### config.mk
export PLATFORM = sky130hd
export DESIGN_NAME = lsu_axi_bridge
export DESIGN_NICKNAME = d
export VERILOG_FILES = /design/src/rtl/lsu_axi_pkg.sv /design/src/rtl/lsu_axi_timeout.sv /design/src/rtl/lsu_axi_bridge.sv
export SDC_FILE = /design/constraint.sdc
export NUM_CORES = 1
export LEC_CHECK = 0
export ABC_CLOCK_PERIOD_IN_PS = 1600
export CORE_MARGIN = 4
export CORE_UTILIZATION = 38
export CTS_CLUSTER_DIAMETER = 100
export DETAILED_ROUTE_END_ITERATION = 6
export PLACE_DENSITY_LB_ADDON = 0.12
export RECOVER_POWER = 50
export SKIP_LAST_GASP = 1
export SLEW_MARGIN = 10
export SYNTH_ARGS = -nofsm -noshare
export SYNTH_HDL_FRONTEND = slang
export SYNTH_SLANG_ARGS = --single-unit
### constraint.sdc
create_clock -name clock -period 1.6 [get_ports clock]
set_input_delay 0.16 -clock clock [delete_from_list [all_inputs] [get_ports clock]]
set_output_delay 0.16 -clock clock [all_outputs]
set_load 0.005 [all_outputs]
### src/rtl/lsu_axi_pkg.sv
// Shared types for the LSU-to-AXI4-Lite bridge: FSM states, AXI response codes, size codes.
// Pure declarations, no logic, no latency, no flow control.
package lsu_axi_pkg;

    typedef enum logic [2:0] {
        ST_IDLE    = 3'd0,
        ST_RD_REQ  = 3'd1,
        ST_RD_WAIT = 3'd2,
        ST_WR_REQ  = 3'd3,
        ST_WR_WAIT = 3'd4,
        ST_RESP    = 3'd5
    } state_e;

    typedef enum logic [1:0] {
        AXI_OKAY   = 2'b00,
        AXI_EXOKAY = 2'b01,
        AXI_SLVERR = 2'b10,
        AXI_DECERR = 2'b11
    } axi_resp_e;

    typedef enum logic [1:0] {
        SZ_BYTE  = 2'b00,
        SZ_HALF  = 2'b01,
        SZ_WORD  = 2'b10,
        SZ_DWORD = 2'b11
    } lsu_size_e;

    function automatic logic [2:0] axi_size(input logic [1:0] lsu_size);
        return {1'b0, lsu_size};
    endfunction

    // Anything other than OKAY is reported to the core as an error.
    function automatic logic resp_is_err(input logic [1:0] resp);
        return resp != AXI_OKAY;
    endfunction

endpackage

### src/rtl/lsu_axi_timeout.sv
// Wait-cycle counter for the bridge: counts while run_i, zeroes on clear_i, flags expired_o at LIMIT.
// expired_o is a compare on the registered count; no flow control of its own.
module lsu_axi_timeout #(
    parameter int unsigned LIMIT = 255
) (
    input  logic clock,
    input  logic reset,
    input  logic run_i,
    input  logic clear_i,
    output logic expired_o
);
    localparam int CW = ($clog2(LIMIT + 1) > 8) ? $clog2(LIMIT + 1) : 8;

    logic [CW-1:0] cnt_q, cnt_d;

    always_comb begin
        cnt_d = cnt_q;
        if (!run_i || clear_i) begin
            cnt_d = '0;
        end else if (cnt_q != CW'(LIMIT)) begin
            cnt_d = cnt_q + CW'(1);
        end
    end

    always_ff @(posedge clock) begin
        if (reset) begin
            cnt_q <= '0;
        end else begin
            cnt_q <= cnt_d;
        end
    end

    assign expired_o = run_i && (cnt_q == CW'(LIMIT));

endmodule

### src/rtl/lsu_axi_bridge.sv
// Single-outstanding LSU request to AXI4-Lite bridge; zero-wait latency accept->respValid is 3 cycles.
// Waits on AXI ready/valid indefinitely (bounded by TIMEOUT_CYCLES when LSU_AXI_TIMEOUT_EN is defined).
module lsu_axi_bridge
    import lsu_axi_pkg::*;
#(
    parameter int ADDR_W = 32,
    parameter int DATA_W = 32
`ifdef LSU_AXI_TIMEOUT_EN
    ,
    parameter int unsigned TIMEOUT_CYCLES = 255
`endif
) (
    input  logic                clock,
    input  logic                reset,
    input  logic                lsu_reqValid,
    input  logic [ADDR_W-1:0]   lsu_addr,
    input  logic [1:0]          lsu_size,
    input  logic                lsu_wen,
    input  logic [DATA_W-1:0]   lsu_wdata,
    input  logic [DATA_W/8-1:0] lsu_wmask,
    output logic                lsu_respValid,
    output logic [DATA_W-1:0]   lsu_rdata,
    output logic                lsu_err,
    output logic [ADDR_W-1:0]   araddr,
    output logic [2:0]          arsize,
    output logic                arvalid,
    input  logic                arready,
    input  logic [DATA_W-1:0]   rdata,
    input  logic [1:0]          rresp,
    input  logic                rvalid,
    output logic                rready,
    output logic [ADDR_W-1:0]   awaddr,
    output logic [2:0]          awsize,
    output logic                awvalid,
    input  logic                awready,
    output logic [DATA_W-1:0]   wdata,
    output logic [DATA_W/8-1:0] wstrb,
    output logic                wvalid,
    input  logic                wready,
    input  logic [1:0]          bresp,
    input  logic                bvalid,
    output logic                bready
);

    state_e              state_q, state_d;
    logic [ADDR_W-1:0]   addr_q, addr_d;
    logic [1:0]          size_q, size_d;
    logic [DATA_W-1:0]   wdata_q, wdata_d;
    logic [DATA_W/8-1:0] wmask_q, wmask_d;
    logic                aw_done_q, aw_done_d;
    logic                w_done_q, w_done_d;
    logic [DATA_W-1:0]   rdata_q, rdata_d;
    logic                err_q, err_d;
    logic                aw_fire, w_fire;

`ifdef LSU_AXI_TIMEOUT_EN
    logic tmo_run, tmo_clear, tmo_expired;

    assign tmo_run   = (state_q == ST_RD_REQ) || (state_q == ST_RD_WAIT) ||
                       (state_q == ST_WR_REQ) || (state_q == ST_WR_WAIT);
    assign tmo_clear = (state_d != state_q);

    lsu_axi_timeout #(
        .LIMIT(TIMEOUT_CYCLES)
    ) u_timeout (
        .clock    (clock),
        .reset    (reset),
        .run_i    (tmo_run),
        .clear_i  (tmo_clear),
        .expired_o(tmo_expired)
    );
`endif

    // The load/store direction is carried by the RD_*/WR_* state itself.
    always_comb begin
        state_d   = state_q;
        addr_d    = addr_q;
        size_d    = size_q;
        wdata_d   = wdata_q;
        wmask_d   = wmask_q;
        aw_done_d = aw_done_q;
        w_done_d  = w_done_q;
        rdata_d   = rdata_q;
        err_d     = err_q;
        arvalid   = 1'b0;
        rready    = 1'b0;
        awvalid   = 1'b0;
        wvalid    = 1'b0;
        bready    = 1'b0;
        aw_fire   = 1'b0;
        w_fire    = 1'b0;

        unique case (state_q)
            ST_IDLE: begin
                if (lsu_reqValid) begin
                    addr_d    = lsu_addr;
                    size_d    = lsu_size;
                    wdata_d   = lsu_wdata;
                    wmask_d   = lsu_wmask;
                    aw_done_d = 1'b0;
                    w_done_d  = 1'b0;
                    state_d   = lsu_wen ? ST_WR_REQ : ST_RD_REQ;
                end
            end
            ST_RD_REQ: begin
                arvalid = 1'b1;
                if (arready) begin
                    state_d = ST_RD_WAIT;
                end
            end
            ST_RD_WAIT: begin
                rready = 1'b1;
                if (rvalid) begin
                    rdata_d = rdata;
                    err_d   = resp_is_err(rresp);
                    state_d = ST_RESP;
                end
            end
            ST_WR_REQ: begin
                // AW and W complete independently; leave once both have fired.
                awvalid   = !aw_done_q;
                wvalid    = !w_done_q;
                aw_fire   = awvalid && awready;
                w_fire    = wvalid && wready;
                aw_done_d = aw_done_q || aw_fire;
                w_done_d  = w_done_q || w_fire;
                if (aw_done_d && w_done_d) begin
                    state_d = ST_WR_WAIT;
                end
            end
            ST_WR_WAIT: begin
                bready = 1'b1;
                if (bvalid) begin
                    rdata_d = '0;
                    err_d   = resp_is_err(bresp);
                    state_d = ST_RESP;
                end
            end
            ST_RESP: begin
                state_d = ST_IDLE;
            end
            default: begin
                state_d = ST_IDLE;
            end
        endcase

`ifdef LSU_AXI_TIMEOUT_EN
        if (tmo_expired) begin
            arvalid = 1'b0;
            rready  = 1'b0;
            awvalid = 1'b0;
            wvalid  = 1'b0;
            bready  = 1'b0;
            rdata_d = '0;
            err_d   = 1'b1;
            state_d = ST_RESP;
        end
`endif
    end

    always_ff @(posedge clock) begin
        if (reset) begin
            state_q   <= ST_IDLE;
            addr_q    <= '0;
            size_q    <= '0;
            wdata_q   <= '0;
            wmask_q   <= '0;
            aw_done_q <= 1'b0;
            w_done_q  <= 1'b0;
            rdata_q   <= '0;
            err_q     <= 1'b0;
        end else begin
            state_q   <= state_d;
            addr_q    <= addr_d;
            size_q    <= size_d;
            wdata_q   <= wdata_d;
            wmask_q   <= wmask_d;
            aw_done_q <= aw_done_d;
            w_done_q  <= w_done_d;
            rdata_q   <= rdata_d;
            err_q     <= err_d;
        end
    end

    assign araddr        = addr_q;
    assign arsize        = axi_size(size_q);
    assign awaddr        = addr_q;
    assign awsize        = axi_size(size_q);
    assign wdata         = wdata_q;
    assign wstrb         = wmask_q;
    assign lsu_respValid = (state_q == ST_RESP);
    assign lsu_rdata     = rdata_q;
    assign lsu_err       = err_q;

endmodule

# Yosys cells after proc, flatten, opt, wreduce, memory -nomap -nowiden
# Cells that the tools add are included.
[classes]
reduce_logical = 16
n_mux = 21
div = 0
magnitude_cmp = 0
multipliers = 0
bitwise_logic = 0
shift = 0
add_sub_neg = 0
n_eq_ne = 10
[op_table]
columns = ["cell", "n"]
rows = [
  ["32-bit two-way mux", 2],
  ["32-bit one-hot mux with 2 select lines", 1],
  ["3-bit two-way mux", 5],
  ["3-bit one-hot mux with 5 select lines", 1],
  ["2-bit inequality test, second input constant", 5],
  ["1-bit two-way mux", 8],
  ["2-bit nonzero test", 4],
  ["3-bit by 2-bit == test with 1-bit output, second input constant", 2],
  ["3-bit == test, second input constant", 2],
  ["1-bit one-hot mux with 2 select lines", 3],
  ["5-bit AND reduction", 1],
  ["2-bit AND reduction", 2],
  ["3-bit by 1-bit == test with 1-bit output, second input constant", 1],
  ["1-bit logical AND", 3],
  ["3-bit zero test", 1],
  ["3-bit AND reduction", 1],
  ["1-bit zero test", 2],
  ["1-bit logical OR", 2],
  ["2-bit two-way mux", 1],
]
[totals]
latchBits = 0
ff_bits = 108
mem_bits_rw = 0
romBits = 0
word_cells = 56
mem_count = 0
out_inout_bits = 145

# Depth between registers and ports, before layout
[logic_depth]
depth_word = 6
mapped_depth = 6
depth_no_buf = 4

# Least setup slack after synthesis
# No wires, ideal clock.
[synth_path]
path_kind = "register to register"
start = "reg state_q[2]"
end = "reg rdata_q[10], in the netlist lsu_rdata[10]"
stages_incl_launch_ff = 7
synth_period_minus_slack_ps = 1433
path_buffers = 2
arrival_ps = 1305
setup_slack_ps = 167
cell_sequence = "dfxtp_1 buf_4 nand3b_1 a21oi_4 buf_6 mux2i_1 nor2_1"
[synth_between]
elab_chain_cells = 3
elab_cells_between_ends = 7
[synth_lines]
columns = ["item", "line_no", "rtl"]
rows = [
  ["from (decl)", "lsu_axi_bridge.sv:45", "state_e state_q, state_d;"],
  ["from (signal assigned)", "lsu_axi_bridge.sv:173", "state_q <= state_d;"],
  ["3-bit == test or 3-bit by 2-bit == test with 1-bit output (tied branches)", "lsu_axi_bridge.sv:93", "unique case (state_q)"],
  ["2-bit inequality test (no source line) or 2-bit nonzero test (tied branches)", "n/a", ""],
  ["3-bit AND reduction (no source line)", "n/a", ""],
  ["to (signal assigned)", "lsu_axi_bridge.sv:180", "rdata_q <= rdata_d;"],
  ["to (decl)", "lsu_axi_bridge.sv:52", "logic [DATA_W-1:0] rdata_q, rdata_d;"],
]
# Parallel ways exist; a longest one is shown, timed or not.
# A chain may end at the register's enable or synchronous reset.

# Worst setup path in the final report
[layout_path]
start = "reg state_q[1]"
end = "out bready"
[layout_between]
elab_chain_cells = 2
[layout_lines]
columns = ["item", "line_no", "rtl"]
rows = [
  ["3-bit == test", "lsu_axi_bridge.sv:93", ""],
  ["1-bit two-way mux", "lsu_axi_bridge.sv:93", ""],
  ["to (decl)", "lsu_axi_bridge.sv:42", "output logic bready"],
]
# No other way between the ends.

==> impl_metrics.env <==
export IMPL_worst_setup_slack_final_ns=0.0687
export IMPL_worst_hold_slack_ns=0.241
export IMPL_netSwitchingFraction_pct=31.9
export IMPL_count_of_placed_standard_cells_including_taps=875
export IMPL_slowest_delay_ns=0.32
export IMPL_layout_cells_most_common="sky130_fd_sc_hd__nand2_1"
export IMPL_grt_overflow_total=0
export IMPL_tritoncts_num_buffers=9
export IMPL_syn_mean_instance_area_sq_um=8.44
export IMPL_most_common_layout_cells="sky130_fd_sc_hd__nand2_1 (144), sky130_fd_sc_hd__clkdlybuf4s50_1 (131), sky130_fd_sc_hd__dlygate4sd3_1 (119)"
export IMPL_fin_tns_setup_ns=0
export IMPL_vias_per_cell=4.75
export IMPL_initialDrtViolationCount=210
export IMPL_area_taken_by_flip_flops_and_latches_sq_um=2160
export IMPL_crit_path_cell_trace="buf_4 -> nor3b_4 -> dlygate4sd2_1"
export IMPL_drv_max_cap_violation_count=0
export IMPL_design_die_area_sq_um=13500
export IMPL_timing_hold_worst_path_depth=2
export IMPL_upper_clock_frequency_limit_mhz=653
export IMPL_critical_path_start_type="flip-flop"
export IMPL_buffer_cell_driving_the_clock_tree_root="sky130_fd_sc_hd__clkbuf_16"
export IMPL_end_kind="output port"
export IMPL_post_route_cells_drive_above_1_share_pct=6.13
export IMPL_rr_worst_depth=6
export IMPL_antennaDiodeCount=0
export IMPL_switching_pwr_mw=3.11
export IMPL_globalRouteTotalUtil_pct=18.1
export IMPL_power_leakage_nw=3.05
export IMPL_crit_required_ns=1.44
export IMPL_first_global_vias=3947
export IMPL_fin_crit_sh_pct=95.7
export IMPL_multi_input_comb_area_sq_um=1820
export IMPL_synth_cell_area_sq_um=4450
export IMPL_antenna_found_initial=0
export IMPL_fin_crit_ns=1.53
export IMPL_hold_path_endpoint="lsu_rdata[22]"
export IMPL_cts_reportedPaths_clkPinSlew_ns=0.07
export IMPL_remaining_drc_errors=0
export IMPL_die_w_microns=116
export IMPL_share_seq_of_total_power_pct=36.1
export IMPL_wire_length_of_the_first_global_routing_pass_mm=19.4
export IMPL_flop_and_latch_count_out_of_synthesis=108
export IMPL_finalMaxSlewViolations=0
export IMPL_post_synth_num_cell_types=32
export IMPL_cts_sink_count=108
export IMPL_proportion_of_power_drawn_by_the_clock_network_pct=22.9
export IMPL_crit_fanout=10
export IMPL_critical_path_reg2reg_endpoint="lsu_rdata[2]"
export IMPL_routability_congestion=0.762
export IMPL_worst_path_slowest_cell="sky130_fd_sc_hd__dfxtp_1"
export IMPL_num_nets_final=860
export IMPL_htree_levels=3
export IMPL_critical_path_reg2reg_startpoint="state_q[1]"
export IMPL_cell_internal_pwr_mw=6.63
export IMPL_finalCoreUtilization_pct=63.5
export IMPL_core_area_sq_um=11500
export IMPL_synth_yosys_seq_area_share_pct=48.5
export IMPL_drtAntennaViolNets=0
export IMPL_worst_ep_arrival_time_ns=1.37
export IMPL_layout_filler_cells=1030
export IMPL_power_combinational_fraction_pct=41.0
export IMPL_route_vias_total=4241
export IMPL_drt_wl_total_mm=13.3
export IMPL_synthesis_instances=528
export IMPL_cts_root_to_sink_buffers=2
export IMPL_timing_critical_path_max_delay_family="buffers and inverters"
export IMPL_clock_insertion_delay_worst_skew_ns=0.34
export IMPL_rsz0062_at_grt="yes"
export IMPL_status="finished, final reports clean"
export IMPL_instances_no_fill=893
export IMPL_synthesis_yosys_warnings=0
export IMPL_place_port_buffers=257
export IMPL_power_per_cell_area_nw_per_um2=1340
export IMPL_total_power_mw=9.74
export IMPL_cts_hold_repair_buffers=0
export IMPL_grt_max_degree=51
export IMPL_timing_final_hold_violations=0
export IMPL_timing_reg2reg_setup_slack_ns=0.10
export IMPL_tritoncts="yes"
export IMPL_hold_start="reset"
export IMPL_boundaryPins=260
export IMPL_post_drt_wl_per_cell_microns=14.9
export IMPL_fp_dieH_microns=116
export IMPL_design_area_final_sq_um=7280
export IMPL_timing_setup_critical_path_class="flip-flop to output port"
export IMPL_area_growth_pct=63.4
export IMPL_peakVddDrop_mv=0.678
export IMPL_detail_route_first_pass_iterations=4
export IMPL_hold_path_class="input port to flip-flop"
export IMPL_dp_slack_ns=-0.0437
export IMPL_placed_cell_area_sq_um=6920
export IMPL_hpwl_after_detailed_placement_mm=9.89
export IMPL_placement_rows=39
export IMPL_skew_ns=0.00457
export IMPL_timing_final_setup_violations=0
export IMPL_start_util_pct=38.8
export IMPL_timing_critical_path_buf_inv=2
cells in the mapped netlist:
master	instances	share of area, %
sky130_fd_sc_hd__a21oi_1	71	8.0
sky130_fd_sc_hd__conb_1	1	0.084
sky130_fd_sc_hd__nor3_1	2	0.22
sky130_fd_sc_hd__o31ai_1	1	0.17
sky130_fd_sc_hd__nand3_1	2	0.22
sky130_fd_sc_hd__o21bai_1	1	0.17
sky130_fd_sc_hd__buf_2	5	0.56
sky130_fd_sc_hd__buf_4	38	6.4
sky130_fd_sc_hd__dfxtp_1	108	49
sky130_fd_sc_hd__buf_6	10	2.5
sky130_fd_sc_hd__and3b_1	1	0.20
sky130_fd_sc_hd__o21ai_1	1	0.11
sky130_fd_sc_hd__inv_1	2	0.17
sky130_fd_sc_hd__o311ai_1	1	0.20
sky130_fd_sc_hd__nor2b_1	32	4.5
sky130_fd_sc_hd__o22a_1	1	0.20
sky130_fd_sc_hd__a32oi_1	1	0.20
sky130_fd_sc_hd__nor2_1	40	3.4
sky130_fd_sc_hd__a21oi_4	1	0.37
sky130_fd_sc_hd__nor3b_2	1	0.28
sky130_fd_sc_hd__a22oi_1	2	0.34
sky130_fd_sc_hd__nand2_1	144	12
sky130_fd_sc_hd__or3_1	1	0.14
sky130_fd_sc_hd__nand2b_1	4	0.56
sky130_fd_sc_hd__nand3b_4	1	0.45
sky130_fd_sc_hd__nand3b_1	1	0.17
sky130_fd_sc_hd__o22ai_1	1	0.14
sky130_fd_sc_hd__nor3_4	1	0.37
sky130_fd_sc_hd__or2_2	1	0.14
sky130_fd_sc_hd__clkbuf_1	18	1.5
sky130_fd_sc_hd__mux2i_1	33	7.4
sky130_fd_sc_hd__o211ai_1	1	0.17
metal layers:
metal / up-vias / GRT usage (%) / routed length, microns
met5: - / 0 / 0
met4: 0 / 5.72 / 141
met3: 10 / 5.60 / 1200
met2: 156 / 32.7 / 6850
met1: 1971 / 20.2 / 5070
li1: 2104 / - / -
registers in the layout, summed over array words and instances, names as in the netlist:
register   cells
aw_done_q      1
size_q         2
lsu_err        1
wstrb          4
w_done_q       1
lsu_rdata     32
state_q        3
wdata         32
araddr        32
what timing repair did:
action	4_1_cts	5_1_grt
buffers inserted	0	1
resized for setup	9	6
endpoints found under the setup margin	6	48
cloned	0	1
pin swaps	0	1
worst reg2reg max path, cell delays in order, from the launching register on:
cell	delay, ns
sky130_fd_sc_hd__dfxtp_1	0.35
sky130_fd_sc_hd__buf_4	0.20
sky130_fd_sc_hd__nand3b_1	0.14
sky130_fd_sc_hd__a21oi_4	0.22
sky130_fd_sc_hd__buf_12	0.22
sky130_fd_sc_hd__mux2i_1	0.21
sky130_fd_sc_hd__nor2_1	0.06
power groups by stage:
stage	sequential, mW	clock [mW]	combinational [mW]
4_1_cts	3.55	2.30	4.09
3_5_place_dp	3.60	0	4.10
3_3_place_gp	3.58	0	4.02
5_1_grt	3.58	2.42	4.37
2_1_floorplan	3.60	0	2.15
6_report	3.52	2.23	3.99
final cells by class:
type / count / area share, %
clock buffer: 10 / 3.28
clock inverter: 6 / 0.877
inverter: 2 / 0.103
multi-input combinational: 348 / 25.0
sequential: 108 / 29.7
tap: 143 / 2.46
timing repair buffer: 276 / 38.5
cells by family after synthesis:
logic type | Yosys count | share of synthesized area, %
compound gates | 82 | 10.0
buf+inv | 73 | 11.2
simple gates | 231 | 22.8
other cells | 1 | 0.0842
mux | 33 | 7.42
flops | 108 | 48.5
worst max-delay path by stage:
stage | startpoint | end | slack, ns | cells after the start
after floorplan | state_q[2] | lsu_rdata[10] | 0.17 | 6
after global placement | lsu_reqValid | araddr[29] | -0.03 | 6
after detailed placement | lsu_reqValid | wdata[13] | -0.04 | 6
after CTS | state_q[2] | wvalid | -0.05 | 4
after global routing | state_q[1] | lsu_rdata[16] | -0.01 | 6
final | state_q[1] | bready | 0.07 | 3
No activity file was read; power rests on OpenSTA's default activity.
